==> config.mk <==
export PLATFORM = sky130hd
export DESIGN_NAME = controle_bandeja
export DESIGN_NICKNAME = d
export VERILOG_FILES = /design/src/rtl/controle_bandeja.sv
export SDC_FILE = /design/constraint.sdc
export NUM_CORES = 1
export LEC_CHECK = 0
export BUFFER_PORTS_ARGS = -buffer_cell sky130_fd_sc_hd__buf_2
export CORE_UTILIZATION = 57
export DETAILED_ROUTE_END_ITERATION = 12
export GPL_TIMING_DRIVEN = 0
export PLACE_DENSITY = 0.83
export SYNTH_ARGS = -nofsm -noshare
export SYNTH_HDL_FRONTEND = slang
export SYNTH_SLANG_ARGS = --single-unit
==> constraint.sdc <==
create_clock -name clk -period 5.4 [get_ports clk]
set_clock_uncertainty 0.1 [all_clocks]
set_input_delay 0.54 -clock clk [delete_from_list [all_inputs] [get_ports clk]]
set_output_delay 0.54 -clock clk [all_outputs]
set_load 0.01 [all_outputs]
==> src/rtl/controle_bandeja.sv <==
// Cork tray/reservoir controller: tracks tray and reservoir counts, decodes status
// flags and runs the dispenser motor in refill bursts of one timed window per cork.
module controle_bandeja #(
  parameter int MAX_BANDEJA = 20,
  parameter int LIMITE      = 5,
  parameter int ESTOQUE_MAX = 99,
  parameter int T_PULSO     = 4,
  parameter int W_BANDEJA   = 5,
  parameter int W_ESTOQUE   = 7
) (
  input  logic                 clk,
  input  logic                 reset,
  input  logic                 AD,
  input  logic                 VR,
  input  logic                 RE,
  output logic                 MD,
  output logic                 CR,
  output logic                 BZ,
  output logic                 ES,
  output logic                 ERR,
  output logic                 ocupado,
  output logic [W_BANDEJA-1:0] cont_bandeja,
  output logic [W_ESTOQUE-1:0] cont_estoque
);

  localparam int W_T = (T_PULSO > 1) ? $clog2(T_PULSO) : 1;
  localparam logic [W_T-1:0]       T_RELOAD = W_T'(T_PULSO - 1);
  localparam logic [W_T-1:0]       T_ZERO   = '0;
  localparam logic [W_BANDEJA-1:0] B_MAX    = W_BANDEJA'(MAX_BANDEJA);
  localparam logic [W_BANDEJA-1:0] B_LIM    = W_BANDEJA'(LIMITE);
  localparam logic [W_BANDEJA-1:0] B_ZERO   = '0;
  localparam logic [W_BANDEJA-1:0] B_ONE    = W_BANDEJA'(1);
  localparam logic [W_ESTOQUE-1:0] E_MAX    = W_ESTOQUE'(ESTOQUE_MAX);
  localparam logic [W_ESTOQUE-1:0] E_ZERO   = '0;
  localparam logic [W_ESTOQUE-1:0] E_ONE    = W_ESTOQUE'(1);

  typedef enum logic [0:0] {OCIOSO = 1'b0, LIBERAR = 1'b1} estado_t;

  estado_t              state_q, state_d;
  logic [W_T-1:0]       timer_q, timer_d;
  logic [W_BANDEJA-1:0] band_q, band_d;
  logic [W_ESTOQUE-1:0] est_q, est_d;
  logic                 err_d, err_q;
  logic                 md_q, ocup_q;
  logic                 entrega_s;

  // Next-state: counter updates, delivery detection and burst sequencing
  always_comb begin
    state_d   = state_q;
    timer_d   = timer_q;
    band_d    = band_q;
    est_d     = est_q;
    err_d     = 1'b0;
    entrega_s = (state_q == LIBERAR) && (timer_q == T_ZERO);

    // A VR coincident with a delivery cancels out, even on an empty tray
    if (entrega_s && VR) begin
      band_d = band_q;
    end else if (entrega_s && (band_q < B_MAX)) begin
      band_d = band_q + B_ONE;
    end else if (VR && (band_q != B_ZERO)) begin
      band_d = band_q - B_ONE;
    end else if (VR) begin
      err_d = 1'b1;
    end else begin
      band_d = band_q;
    end

    if (RE) begin
      est_d = E_MAX;
    end else if (entrega_s && (est_q != E_ZERO)) begin
      est_d = est_q - E_ONE;
    end else begin
      est_d = est_q;
    end

    case (state_q)
      OCIOSO: begin
        if (AD && (band_q < B_MAX) && (est_q != E_ZERO)) begin
          state_d = LIBERAR;
          timer_d = T_RELOAD;
        end else begin
          state_d = OCIOSO;
        end
      end
      LIBERAR: begin
        // Continuation uses post-update counts, so a late VR extends the burst
        if (timer_q != T_ZERO) begin
          timer_d = timer_q - W_T'(1);
        end else if ((band_d < B_MAX) && (est_d != E_ZERO)) begin
          timer_d = T_RELOAD;
        end else begin
          state_d = OCIOSO;
        end
      end
      default: begin
        state_d = OCIOSO;
        timer_d = T_ZERO;
      end
    endcase
  end

  // State, counters and registered outputs
  always_ff @(posedge clk) begin
    if (reset) begin
      state_q <= OCIOSO;
      timer_q <= T_ZERO;
      band_q  <= B_ZERO;
      est_q   <= E_MAX;
      err_q   <= 1'b0;
      md_q    <= 1'b0;
      ocup_q  <= 1'b0;
    end else begin
      state_q <= state_d;
      timer_q <= timer_d;
      band_q  <= band_d;
      est_q   <= est_d;
      err_q   <= err_d;
      md_q    <= (state_d == LIBERAR);
      ocup_q  <= (state_d == LIBERAR);
    end
  end

  assign MD           = md_q;
  assign ocupado      = ocup_q;
  assign ERR          = err_q;
  assign cont_bandeja = band_q;
  assign cont_estoque = est_q;
  assign BZ           = (band_q == B_ZERO);
  assign CR           = (band_q <= B_LIM);
  assign ES           = (est_q == E_ZERO);

endmodule
==> impl_metrics.json, run 1 <==
{
  "dr.first_iter.drc_count": 43,
  "synthMuxAreaShare_pct": 0.907,
  "status": "finished, final reports clean",
  "max_freq_mhz": 404,
  "leakage_nw": 0.591,
  "vias": 1046,
  "numCtsBuffers": 3,
  "postRouteAntennaNets": 0,
  "dr.pass1.iters": 4,
  "crit_type": "reg -> reg",
  "setup_viol": 0,
  "yosys_warnings": 0,
  "synth_commonest_cells": "dfxtp_1, nand2_1, inv_1, nor2_1",
  "maxSlewHeadroom_pct": 74.3,
  "seq_area_frac_synth_pct": 29.0,
  "worstSetupEndpointType": "flop",
  "grt_util_met2_pct": 39.4,
  "synth_enable_flop_cells": 0,
  "die_w_microns": 46,
  "cts_root_buf": "clkbuf_4",
  "gp_congestion": 0.908,
  "io_buffers": 22,
  "grtUsageMet1_pct": 35.3,
  "post_cts_buffers": 0,
  "finalPower_mw": 0.500,
  "die_h_microns": 46,
  "busiest_layer": "met2",
  "timing.final.crit_share_pct": 45.8,
  "cts_tree": "built",
  "post_synth_num_cell_types": 44,
  "synthSimpleGateAreaFrac_pct": 27.4,
  "worst_pin_slew_ns": 0.382,
  "fin_area_sq_mm": 0.00128,
  "initial_core_util_pct": 62.6,
  "period_minus_slack_ns": 2.48,
  "drt-total-wl_microns": 2410,
  "clkTransAtPathRegs_ns": 0.11,
  "n_antenna_cell": 0,
  "globalRouteTotalUtil_pct": 25.9,
  "drc_errors": 0,
  "postCtsHoldBufs": 0,
  "power_density_mw_per_mm2": 391,
  "crit_arrival_ns": 2.60,
  "synth-compound-area-share_pct": 19.8,
  "dp_hpwl_microns": 1790,
  "ys.flop_type": "dfxtp_1",
  "postSynthCellCount": 130,
  "htreeDepth": 1,
  "io_pins": 23,
  "place_area_sq_mm": 0.00124,
  "ys_seq_elements": 16,
  "grt_overflow": 0,
  "rows": 15,
  "synth.cell_area_sq_mm": 0.00110,
  "cap_violations": 0,
  "place_ws_ns": 2.94,
  "synth_top_area_cell": "dfxtp_1",
  "grt_pass1_wl_microns": 3950,
  "cts-resized-gates": 0,
  "grt_pass1_vias": 929,
  "rsz0062_at_grt": "no",
  "synth_xor_area_share_pct": 5.56,
  "grt_max_degree": 11,
  "startpoint": "cont_bandeja[0]$_SDFFE_PP0P_",
  "crit_path_start_kind": "flop",
  "grt_antenna_before_repair": 0,
  "cts_sinks": 16,
  "routedWlPerCell_microns": 13.3,
  "nNetsFinal": 169,
  "synthAdderAreaFrac_pct": 7.94,
  "core_area_sq_mm": 0.00176,
  "irDropWorstVdd_v": 0.000338,
  "postSynth.asyncResetShare_pct": 0,
  "dieArea_sq_mm": 0.00212,
  "synth_top_family_by_area": "simple AND/OR/NAND/NOR gates",
  "clock_insertion_delay_worst_skew_ns": 0.31,
  "synth_most_common_cell": "dfxtp_1",
  "met3_usage_pct": 2.78,
  "regToRegStartpoint": "cont_bandeja[0]$_SDFFE_PP0P_",
  "report.final.slew_viol_count": 0,
  "hold_start": "reset",
  "synth_fp_nets": 142,
  "yosys.area.top_type_share_pct": 29.0,
  "finalHoldViolations": 0,
  "syn_avg_cell_area_sq_um": 8.49,
  "drive_gt1_share_pct": 24.4,
  "clockBufferDepth": 2,
  "fin_tns_setup_ns": 0,
  "viasPerCell": 5.78,
  "fin_ws_ns": 2.92,
  "syn_to_final_growth_pct": 16.1,
  "crit_fanout": 6,
  "synth_area_leaders": "dfxtp_1, ha_1, nand2_1, inv_1, nor2_1",
  "hp-class": "in -> reg",
  "cp.required_ns": 5.52
}
[per-layer routing]
layer | up-vias | wire length, microns
met1 | 468 | 1060
li1 | 513 | -
met3 | 11 | 216
met2 | 54 | 1050
met4 | 0 | 78
met5 | - | 0
[cell type report]
type	count	area [sq um]
Inverter	12	45.0
Multi-Input combinational cell	96	681
Tap cell	25	31.3
Timing Repair Buffer	22	110
Sequential cell	16	320
Buffer	6	57.6
Clock buffer	4	36.3
Fill cell	160	483
[worst max-delay path, stage by stage (launching register included)]
cell	delay, ns
dfxtp_1	0.37
inv_1	0.16
ha_1	0.21
or4b_4	0.52
a22oi_4	0.22
o21bai_1	0.19
o2111ai_1	0.18
o211a_1	0.19
a221oi_1	0.26
[final timing paths]
check                               end  slack (ns)  cells past startpoint
min          cont_estoque[3]$_SDFF_PP0_        0.32                      2
max reg2reg     timer_q[0]$_SDFFE_PP0P_        2.92                      8
min reg2reg     timer_q[1]$_SDFFE_PP0P_        0.39                      2
max             timer_q[0]$_SDFFE_PP0P_        2.92                      8
[metrics by stage]
stage	util, %	hold WS [ns]	std cells
after floorplan	-	0.356	130
after global placement	70.6	0.365	177
after detailed placement	70.6	0.380	177
after CTS	72.6	0.312	181
after global routing	72.6	0.318	181
final	72.6	0.316	181
[flip-flops by register name, indices dropped and copies added, names as in the netlist]
signal / count
cont_bandeja: 5
cont_estoque: 7
ERR: 1
ocupado: 1
timer_q: 2
[cell families (layout without fill, tap and decap cells)]
group                      Yosys count  in the layout
AOI/OAI and AO/OA                   29             29
DFF                                 16             16
muxes                                1              1
buffers and inverters               18             44
adders and majority gates            7              7
and+or+nand+nor                     52             52
xor gates and xnor gates             7              7
[power by group]
group / switching [mW] / leakage [nW] / internal (mW)
logic: 0.145 / 0.439 / 0.115
clock network: 0.0428 / 0.0210 / 0.0412
registers: 0.0182 / 0.131 / 0.139
[placed cells by master (no fill, tap or decap), drive strengths merged, types with 3 or more instances in the layout]
master / Yosys / routed
nor3b: 4 / 4
o21ai: 5 / 5
nand2: 13 / 13
clkbuf: 0 / 4
buf: 5 / 27
and2: 4 / 4
xor2: 5 / 5
a22oi: 3 / 3
inv: 12 / 12
a21oi: 7 / 7
dfxtp: 16 / 16
nor2: 12 / 12
o2111ai: 3 / 3
nor3: 5 / 5
ha: 7 / 7
(Power assumes the default switching activity.)
==> run 2: changes to the inputs <==
Settings changed: CORE_UTILIZATION 57 to 48, PLACE_DENSITY 0.83 to 0.74.
Clock period 5.4 ns to 2.1 ns, I/O delays scaled along.
==> run 2 against run 1 <==
  * The run now ends with negative setup slack left
  * Design area rose by 21%
  * Routed wire length increased by 15%
  * Maximum frequency rose by 8.2%
  * Total power rose to 3.2 times the previous value
  * Critical endpoint unchanged
  * Largest cell class unchanged
==> impl_metrics.json, run 2 (synthesized netlist as in run 1, its figures left out) <==
{
  "status": "finished, violations left",
  "violations": "negative setup slack",
  "cp_slowest_stage_delay_ns": 0.50,
  "crit_fanout": 4,
  "ff_latch_area_sq_um": 339,
  "io_pins": 23,
  "final_common_cell": "buf_2",
  "fin_util_pct": 75.2,
  "grt_pass1_vias": 947,
  "p_int_mw": 0.951,
  "drt-total-wl_microns": 2770,
  "rows": 16,
  "worstSetupEndpointType": "flop",
  "p_sw_mw": 0.637,
  "die_h_microns": 50.0,
  "core_area_sq_mm": 0.00206,
  "cts_tree": "built",
  "instances_no_fill": 197,
  "crit_type": "reg -> reg",
  "path_delay_family": "compound AO/OA/AOI/OAI gates",
  "die_w_microns": 50.0,
  "regToRegStartpoint": "cont_bandeja[1]$_SDFFE_PP0P_",
  "timing.final.crit_share_pct": 109,
  "path_buf_inv": 1,
  "routedWlPerCell_microns": 14.0,
  "r2r_slack_ns": -0.19,
  "p_comb_share_pct": 63.2,
  "rsz0062_at_grt": "yes",
  "crit_path_start_kind": "flop",
  "report.final.slew_viol_count": 0,
  "period_minus_slack_ns": 2.29,
  "grt_pass1_wl_microns": 4130,
  "syn_to_final_growth_pct": 40.5,
  "clock_insertion_delay_worst_skew_ns": 0.29,
  "dr.first_iter.drc_count": 29,
  "setup_viol": 3,
  "multiInputGateArea_sq_um": 823,
  "gp_congestion": 0.832,
  "viasPerCell": 5.59,
  "postRouteAntennaNets": 0,
  "cp.required_ns": 2.19,
  "grt_overflow": 0,
  "cpMaxStageDelayCell": "or4b_4",
  "io_buffers": 22,
  "globalRouteTotalUtil_pct": 21.4,
  "vias": 1102,
  "drive_gt1_share_pct": 45.9,
  "irDropWorstVdd_v": 0.000927,
  "numCtsBuffers": 3,
  "finalHoldViolations": 0,
  "grt_max_degree": 11,
  "drc_errors": 0,
  "fin_ws_ns": -0.188,
  "crit_arrival_ns": 2.38,
  "clockBufferDepth": 2,
  "place_inst": 179,
  "n_antenna_cell": 0,
  "hp-class": "in -> reg",
  "place_ws_ns": -0.258,
  "htreeDepth": 1,
  "initial_core_util_pct": 53.5,
  "hold_start": "RE",
  "startpoint": "cont_bandeja[1]$_SDFFE_PP0P_",
  "clkTransAtPathRegs_ns": 0.09,
  "cts_sinks": 16,
  "fillers": 145,
  "p_clk_share_pct": 10.2,
  "max_freq_mhz": 437,
  "largest_register_ffs": 7,
  "cap_violations": 0,
  "maxSlewHeadroom_pct": 60.7,
  "cp_cell_sequence": "inv_4, ha_4, or4b_4, a22oi_2, xor2_2, o2111ai_2, a221oi_2",
  "dieArea_sq_mm": 0.00250,
  "leakage_nw": 0.682,
  "worst_pin_slew_ns": 0.583,
  "cts_root_buf": "clkbuf_4",
  "sw_frac_of_total_pct": 40.1,
  "dr.pass1.iters": 5,
  "dp_hpwl_microns": 1760,
  "layout_common_cells": "buf_2, buf_4, nor2_1, nand2_1, dfxtp_1",
  "seqPwrFrac_pct": 26.6,
  "power_density_mw_per_mm2": 1020,
  "grt_antenna_before_repair": 0,
  "nNetsFinal": 183,
  "fin_tns_setup_ns": -0.445
}
## run 2: changes by cell type in the layout (fill, tap and decap cells not counted), sizes merged
cell	before	now
buf	27	40
clkinv	0	1
dlygate4sd3	0	1
clkbuf	4	3
## run 2: timing repair
action | 4_1_cts | 5_1_grt
setup buffers | 7 | 7
hold endpoints to repair | 1 | 0
pin swaps | 13 | 6
hold buffers | 1 | 0
setup endpoints to repair | 3 | 3
gates resized for setup | 12 | 6
## run 2: metal layers
layer	GRT usage, %	up-vias	routed length [microns]
li1	-	539	-
met4	4.76	0	25
met5	0	-	0
met2	35.1	45	1360
met3	4.63	5	181
met1	28.3	513	1200
## run 2: layout make-up
| class | count | area share (%) |
|---|---|---|
| Timing Repair Buffer | 37 | 14.5 |
| Clock buffer | 3 | 1.45 |
| Buffer | 5 | 3.23 |
| Sequential cell | 16 | 21.9 |
| Inverter | 12 | 3.39 |
| Multi-Input combinational cell | 96 | 53.1 |
| Clock inverter | 1 | 0.242 |
| Tap cell | 27 | 2.18 |
## run 2: worst register-to-register path: stages (launching register included)
cell	delay (ns)
dfxtp_4	0.38
inv_4	0.08
ha_4	0.13
or4b_4	0.50
a22oi_2	0.26
xor2_2	0.23
o2111ai_2	0.21
a221oi_2	0.31
## run 2: power groups by stage
stage	Sequential [mW]	Clock, mW	Combinational (mW)
global placement	0.442	0	0.716
global route	0.430	0.184	1.08
detailed placement	0.445	0	0.734
CTS	0.439	0.167	0.843
floorplan	0.462	0	0.537
finish	0.423	0.162	1.00
## run 2: path summary, 6_finish.rpt
path / to / cells after the start
max: timer_q[0]$_SDFFE_PP0P_ / 7
min: cont_estoque[2]$_SDFF_PP0_ / 2
max reg2reg: timer_q[0]$_SDFFE_PP0P_ / 7
min reg2reg: timer_q[0]$_SDFFE_PP0P_ / 2
## run 2: metrics by stage
stage | cell area [sq um] | power, mW | hold WS (ns)
after global routing | 1550 | 1.69 | 0.0381
after detailed placement | 1340 | 1.18 | 0.306
after CTS | 1470 | 1.45 | 0.0350
after floorplan | 1190 | 0.999 | 0.182
final | 1550 | 1.59 | 0.0349
after global placement | 1340 | 1.16 | 0.302
